File: config.mk
export PLATFORM = sky130hd
export DESIGN_NAME = bcd_countdown_timer
export DESIGN_NICKNAME = d
export VERILOG_FILES = /design/src/rtl/bcd_countdown_timer.sv
export SDC_FILE = /design/constraint.sdc
export NUM_CORES = 1
export LEC_CHECK = 0
export ABC_AREA = 1
export BUFFER_PORTS_ARGS = -buffer_cell sky130_fd_sc_hd__buf_2
export CAP_MARGIN = 20
export CORE_AREA = 4 4 79 81
export DETAILED_ROUTE_END_ITERATION = 12
export DIE_AREA = 0 0 83 85
export PLACE_DENSITY = 0.66
export SLEW_MARGIN = 5
export SYNTH_ARGS = -nofsm -noshare
export SYNTH_HDL_FRONTEND = slang
export SYNTH_SLANG_ARGS = --single-unit
export TNS_END_PERCENT = 50
File: constraint.sdc
create_clock -name clk -period 1.9 [get_ports clk]
set_input_delay 0.285 -clock clk [delete_from_list [all_inputs] [get_ports clk]]
set_output_delay 0.285 -clock clk [all_outputs]
set_load 0.005 [all_outputs]
File: src/rtl/bcd_countdown_timer.sv
// bcd_countdown_timer: DIGITS-wide BCD preset/countdown timer with synchronised
// keys and a multiplexed 7-segment scan driver.
// Build macro LEADING_ZERO_BLANK_EN: blank leading zero digits (digit 0 never blanked).
module bcd_countdown_timer #(
    parameter int unsigned DIGITS   = 2,
    parameter int unsigned TICK_DIV = 1000,
    parameter int unsigned SCAN_DIV = 4
) (
    input  logic                  clk,
    input  logic                  rst,
    input  logic                  btn_inc1,
    input  logic                  btn_inc10,
    input  logic                  btn_start,
    input  logic                  btn_clear,
    output logic [7:0]            seg,
    output logic [DIGITS-1:0]     cat,
    output logic [4*DIGITS-1:0]   value,
    output logic                  running,
    output logic                  done
);

    localparam int unsigned VAL_W   = 4 * DIGITS;
    localparam int unsigned IDX_W   = (DIGITS > 1) ? $clog2(DIGITS) : 1;
    localparam int unsigned TICK_W  = (TICK_DIV > 1) ? $clog2(TICK_DIV) : 1;
    localparam int unsigned SCAN_W  = (SCAN_DIV > 1) ? $clog2(SCAN_DIV) : 1;
    localparam int unsigned K_INC1  = 0;
    localparam int unsigned K_INC10 = 1;
    localparam int unsigned K_START = 2;
    localparam int unsigned K_CLEAR = 3;

    typedef enum logic [1:0] {
        S_IDLE  = 2'd0,
        S_RUN   = 2'd1,
        S_PAUSE = 2'd2
    } state_t;

    // BCD increment starting at digit 'first', carry rippling upward, wraps at all-nines
    function automatic logic [VAL_W-1:0] bcd_inc(input logic [VAL_W-1:0] v, input int unsigned first);
        logic [VAL_W-1:0] r;
        logic             carry;
        r     = v;
        carry = 1'b1;
        for (int unsigned i = 0; i < DIGITS; i++) begin
            if ((i >= first) && carry) begin
                if (v[4*i +: 4] == 4'd9) begin
                    r[4*i +: 4] = 4'd0;
                end else begin
                    r[4*i +: 4] = v[4*i +: 4] + 4'd1;
                    carry       = 1'b0;
                end
            end
        end
        return r;
    endfunction

    // BCD decrement by one with borrow
    function automatic logic [VAL_W-1:0] bcd_dec(input logic [VAL_W-1:0] v);
        logic [VAL_W-1:0] r;
        logic             borrow;
        r      = v;
        borrow = 1'b1;
        for (int unsigned i = 0; i < DIGITS; i++) begin
            if (borrow) begin
                if (v[4*i +: 4] == 4'd0) begin
                    r[4*i +: 4] = 4'd9;
                end else begin
                    r[4*i +: 4] = v[4*i +: 4] - 4'd1;
                    borrow      = 1'b0;
                end
            end
        end
        return r;
    endfunction

    // Segment pattern, bit0=a .. bit6=g, dp off
    function automatic logic [7:0] seg_decode(input logic [3:0] d);
        case (d)
            4'd0:    return 8'h3F;
            4'd1:    return 8'h06;
            4'd2:    return 8'h5B;
            4'd3:    return 8'h4F;
            4'd4:    return 8'h66;
            4'd5:    return 8'h6D;
            4'd6:    return 8'h7D;
            4'd7:    return 8'h07;
            4'd8:    return 8'h7F;
            4'd9:    return 8'h6F;
            default: return 8'h00;
        endcase
    endfunction

    logic [3:0]        sync1_q, sync2_q, hist_q, ev_q;
    state_t            state_q, state_d;
    logic [VAL_W-1:0]  value_q, value_d, dec_c;
    logic [TICK_W-1:0] tick_q, tick_d;
    logic              running_q, done_q, done_d;
    logic [SCAN_W-1:0] scan_cnt_q, scan_cnt_d;
    logic [IDX_W-1:0]  idx_q, idx_d;
    logic [7:0]        seg_q, seg_d;
    logic [DIGITS-1:0] cat_q, cat_d;
    logic [3:0]        digit_c;
    logic              blank_c;

    // Key synchronisers, history and registered rising-edge events
    always_ff @(posedge clk) begin
        if (rst) begin
            sync1_q <= '0;
            sync2_q <= '0;
            hist_q  <= '0;
            ev_q    <= '0;
        end else begin
            sync1_q <= {btn_clear, btn_start, btn_inc10, btn_inc1};
            sync2_q <= sync1_q;
            hist_q  <= sync2_q;
            ev_q    <= sync2_q & ~hist_q;
        end
    end

    // Control state, preset value and tick counter registers
    always_ff @(posedge clk) begin
        if (rst) begin
            state_q   <= S_IDLE;
            value_q   <= '0;
            tick_q    <= '0;
            running_q <= 1'b0;
            done_q    <= 1'b0;
        end else begin
            state_q   <= state_d;
            value_q   <= value_d;
            tick_q    <= tick_d;
            running_q <= (state_d == S_RUN);
            done_q    <= done_d;
        end
    end

    // Next state: clear beats start beats inc10 beats inc1; losers are dropped
    always_comb begin
        state_d = state_q;
        value_d = value_q;
        tick_d  = tick_q;
        done_d  = 1'b0;
        dec_c   = bcd_dec(value_q);
        if (ev_q[K_CLEAR]) begin
            state_d = S_IDLE;
            value_d = '0;
            tick_d  = '0;
        end else begin
            case (state_q)
                S_IDLE: begin
                    if (ev_q[K_START]) begin
                        if (value_q != '0) begin
                            state_d = S_RUN;
                            tick_d  = '0;
                        end
                    end else if (ev_q[K_INC10]) begin
                        value_d = bcd_inc(value_q, 1);
                    end else if (ev_q[K_INC1]) begin
                        value_d = bcd_inc(value_q, 0);
                    end
                end
                S_RUN: begin
                    if (ev_q[K_START]) begin
                        state_d = S_PAUSE;
                    end else if (tick_q == TICK_W'(TICK_DIV - 1)) begin
                        tick_d  = '0;
                        value_d = dec_c;
                        if (dec_c == '0) begin
                            state_d = S_IDLE;
                            done_d  = 1'b1;
                        end
                    end else begin
                        tick_d = tick_q + TICK_W'(1);
                    end
                end
                S_PAUSE: begin
                    if (ev_q[K_START]) begin
                        state_d = S_RUN;
                    end
                end
                default: begin
                    state_d = S_IDLE;
                    tick_d  = '0;
                end
            endcase
        end
    end

    // Scan index/prescaler advance and segment/select generation for current digit
    always_comb begin
        scan_cnt_d = scan_cnt_q + SCAN_W'(1);
        idx_d      = idx_q;
        if (scan_cnt_q == SCAN_W'(SCAN_DIV - 1)) begin
            scan_cnt_d = '0;
            idx_d      = (idx_q == IDX_W'(DIGITS - 1)) ? '0 : idx_q + IDX_W'(1);
        end
        digit_c = 4'd0;
        blank_c = 1'b0;
        for (int unsigned i = 0; i < DIGITS; i++) begin
            if (IDX_W'(i) == idx_q) begin
                digit_c = value_q[4*i +: 4];
            end
        end
`ifdef LEADING_ZERO_BLANK_EN
        blank_c = (idx_q != '0);
        for (int unsigned i = 0; i < DIGITS; i++) begin
            if ((IDX_W'(i) >= idx_q) && (value_q[4*i +: 4] != 4'd0)) begin
                blank_c = 1'b0;
            end
        end
`else
        blank_c = 1'b0;
`endif
        seg_d = blank_c ? 8'h00 : seg_decode(digit_c);
        cat_d = ~(DIGITS'(1) << idx_q);
    end

    // Scan registers and registered display outputs
    always_ff @(posedge clk) begin
        if (rst) begin
            scan_cnt_q <= '0;
            idx_q      <= '0;
            seg_q      <= 8'h00;
            cat_q      <= '1;
        end else begin
            scan_cnt_q <= scan_cnt_d;
            idx_q      <= idx_d;
            seg_q      <= seg_d;
            cat_q      <= cat_d;
        end
    end

    assign seg     = seg_q;
    assign cat     = cat_q;
    assign value   = value_q;
    assign running = running_q;
    assign done    = done_q;

endmodule

==> qor.yml <==
status: "finished, final reports clean"
die-area_mm2: 0.007055
final_nets: 385
grt_max_degree: 21
crit_required_ps: 2080
ys_async_sr_fraction: 0
r2r_end: "value[0]"
grtUsageMet2: 0.2536
synth_edf_count: 0
fin_crit_ps: 1615
hp-start: "btn_inc10"
synth_ff_type: "dfxtp_1"
critPathMostFrequentCell: "nand2_1"
p_sw_uw: 704.8
drc: 0
slew_violations: 0
finalInstanceArea_mm2: 0.002725
r2r_start: "tick_q[0]"
critPathTopFamily: "simple AND/OR/NAND/NOR gates"
internal_power_uw: 1730
grtUsageMet3: 0.03301
cts_resized: 0
grt_pass1_wl_um: 8521
port_buffers: 24
hold_path_class: "in -> reg"
path_buf_inv: 0
synth_top_cells_by_count: "71 x nand2_1, 51 x nor2_1, 50 x dfxtp_1"
post_cts_buffers: 0
yosysSeqAreaShare: 0.4132
hpwlAfterDp_um: 3630
timing.reg2reg.setup_slack_ps: 280
antenna_found_initial: 0
synth_cell_type_count: 31
synth_top_cell_area_share: 0.4132
cts_sinks: 50
synth_area_mm2: 0.002422
areaGrowthSynthToFinish_pct: 12.50
yosysTopAreaCell: "dfxtp_1"
syn_nets: 357
core_area_mm2: 0.005473
switching_share: 0.2895
maxSlewHeadroom: 0.6343
path_clk_slew_ps: 90
n_antenna_cell: 0
reg2reg_depth: 8
via_count: 2170
power.density_mw_per_mm2: 893.4
track_usage: 0.1422
overflow: 0
root_buffer: "clkbuf_8"
critPathMaxFanout: 7
power_frac_comb: 0.212
yosysMostFrequentCell: "nand2_1"
initial_core_util: 0.4426
synth_cells: 343
ir_drop_v: 0.0005406
p_clk_frac: 0.303
numCtsBuffers: 5
clock_tree.buffer_depth: 2
ys_warn_count: 0
ioPinCount: 26
hold_path_depth: 3
p_leak_uw: 0.001234
max_stage_delay_ps: 360
drive_gt1_frac: 0.1452
cp_slowest_cell: "dfxtp_1"
crit_type: "reg -> reg"
fin_crit_sh: 0.8501
htree_num_levels: 2
maxCapViolations: 0
hold_path_end: "sync1_q[1]"
synthTopCellsByArea: "dfxtp_1 41%, nand2_1 11%, nor2_1 7.9%, inv_1 6.5%, nand3_1 5.6%"
worstPathCellList: "ha_1 -> nand2_1 -> nor2_1 -> nand2_2 -> nand2_1 -> nand3_1 -> o21ai_0 -> a21oi_1"
finalPower_uw: 2435
die_w_um: 83
grt_use_met1: 0.1708
cp-start-kind: "flip-flop"
setup_viol_count_final: 0
worst_slew_pin_slew_ps: 544.9
rows: 27
cts_hold_buf: 0
seqPwrFrac: 0.485
cts_tree: "done"
ant_nets: 0
fin_tns_setup_ps: 0
via_per_inst: 4.887
drt_iter0_markers: 82
grt_pass1_vias: 1964
wire_per_inst_um: 10.94
clock.fmax_ghz: 0.6191
drt-total-wl_um: 4856
synth_seq_cells: 50
dpl_cell_area_mm2: 0.002613
hold_viol: 0
cp.arrival_ps: 1800
firstDrtPassIters: 4
insertion_delay_ps: 300
busiest_layer: "met2"
die_y_um: 85
finClkSkew_ps: 4.038
rsz0062_at_grt: "false"
gp_congestion: 0.8314
worst_setup_path_end_kind: "flip-flop"
syn_avg_cell_area_um2: 7.062
worst reg2reg max path, delay by kind of cell, from the launching register on:
kind / cells / cell delay [ps]
adder cells (fa/ha/maj): 1 / 180
AO/OA/AOI/OAI: 2 / 270
AND/OR/NAND/NOR: 5 / 690
flip-flops: 1 / 360
cell families (layout without fill, tap and decap cells):
logic type,Yosys count,in the layout,share of synthesized area
xor+xnor,3,3,0.01085
fa+ha+maj,8,8,0.04132
other cells,1,1,0.001548
buf+inv,52,81,0.09349
flops,50,50,0.4132
simple gates,175,175,0.3192
compound gates,54,54,0.1204
cell type report:
class                      count  area (µm²)
clock buffer                   5       68.82
inverter                      43       161.4
fill                         561        2748
clock inverter                 3       43.79
sequential                    50        1001
multi-input combinational    241        1195
tap                           72       90.09
timing repair buffer          30       165.2
layer usage:
metal / vias up / part of all wire
met3: 7 / 0.041
met1: 986 / 0.48
li1: 1142 / -
met4: 0 / 0.011
met2: 35 / 0.47
met5: - / 0
per-stage QoR:
| step | setup slack (ps) | hold WS, ps | util | std cells |
|---|---|---|---|---|
| floorplan | 286.6 | 372.8 | - | 343 |
| global placement | 337.8 | 379.1 | 0.4774 | 436 |
| detailed placement | 315.4 | 381.6 | 0.4774 | 436 |
| CTS | 311.6 | 171.3 | 0.4979 | 444 |
| global route | 109.5 | 171.5 | 0.4979 | 444 |
| finish | 284.7 | 183.2 | 0.4979 | 444 |
how the worst max path moves through the flow:
stage / startpoint / endpoint / slack, ps / cells after the start
6_report: tick_q[0] / value[0] / 280 / 8
5_1_grt: value[6] / seg[5] / 110 / 5
4_1_cts: tick_q[0] / value[1] / 310 / 8
3_5_place_dp: tick_q[0] / value[1] / 320 / 8
3_3_place_gp: value[3] / value[5] / 340 / 7
2_1_floorplan: idx_q / seg[3] / 290 / 7
cells in the final DEF (no fill, tap or decap):
cell type / synthesis / final
nand2_1: 71 / 71
nor2_1: 51 / 51
dfxtp_1: 50 / 50
inv_1: 42 / 42
nand3_1: 27 / 27
buf_2: 2 / 24
o21ai_0: 23 / 23
a21oi_1: 23 / 23
nor3_1: 11 / 11
ha_1: 8 / 8
buf_4: 1 / 6
nand2_2: 5 / 5
clkbuf_8: 1 / 5
nor2_4: 4 / 4
xor2_1: 3 / 3
o21ai_1: 2 / 2
nand2_4: 2 / 2
or2_2: 1 / 1
nor2_2: 1 / 1
o21bai_1: 1 / 1
a21boi_2: 1 / 1
o21a_1: 1 / 1
inv_2: 1 / 1
a31oi_1: 1 / 1
a2111oi_1: 1 / 1
nand4_1: 1 / 1
nand3b_1: 1 / 1
o21ai_2: 1 / 1
conb_1: 1 / 1
clkinv_2: 0 / 1
bufinv_16: 0 / 1
inv_6: 0 / 1
registers in the layout, summed over array words and instances, names as in the netlist:
name / flops
sync1_q: 4
state_q: 2
value: 8
done: 1
hist_q: 4
ev_q: 4
tick_q: 10
scan_cnt_q: 2
seg: 7
idx_q: 1
running: 1
cat: 2
sync2_q: 4
power by group through the flow:
stage          Clock (µW)  Sequential (µW)  Combinational [µW]
2_1_floorplan           0             1200                 373
3_3_place_gp            0             1200                 516
3_5_place_dp            0             1210                 516
4_1_cts               770             1180                 521
5_1_grt               809             1190                 610
6_report              738             1180                 515
(Power assumes the default switching activity.)
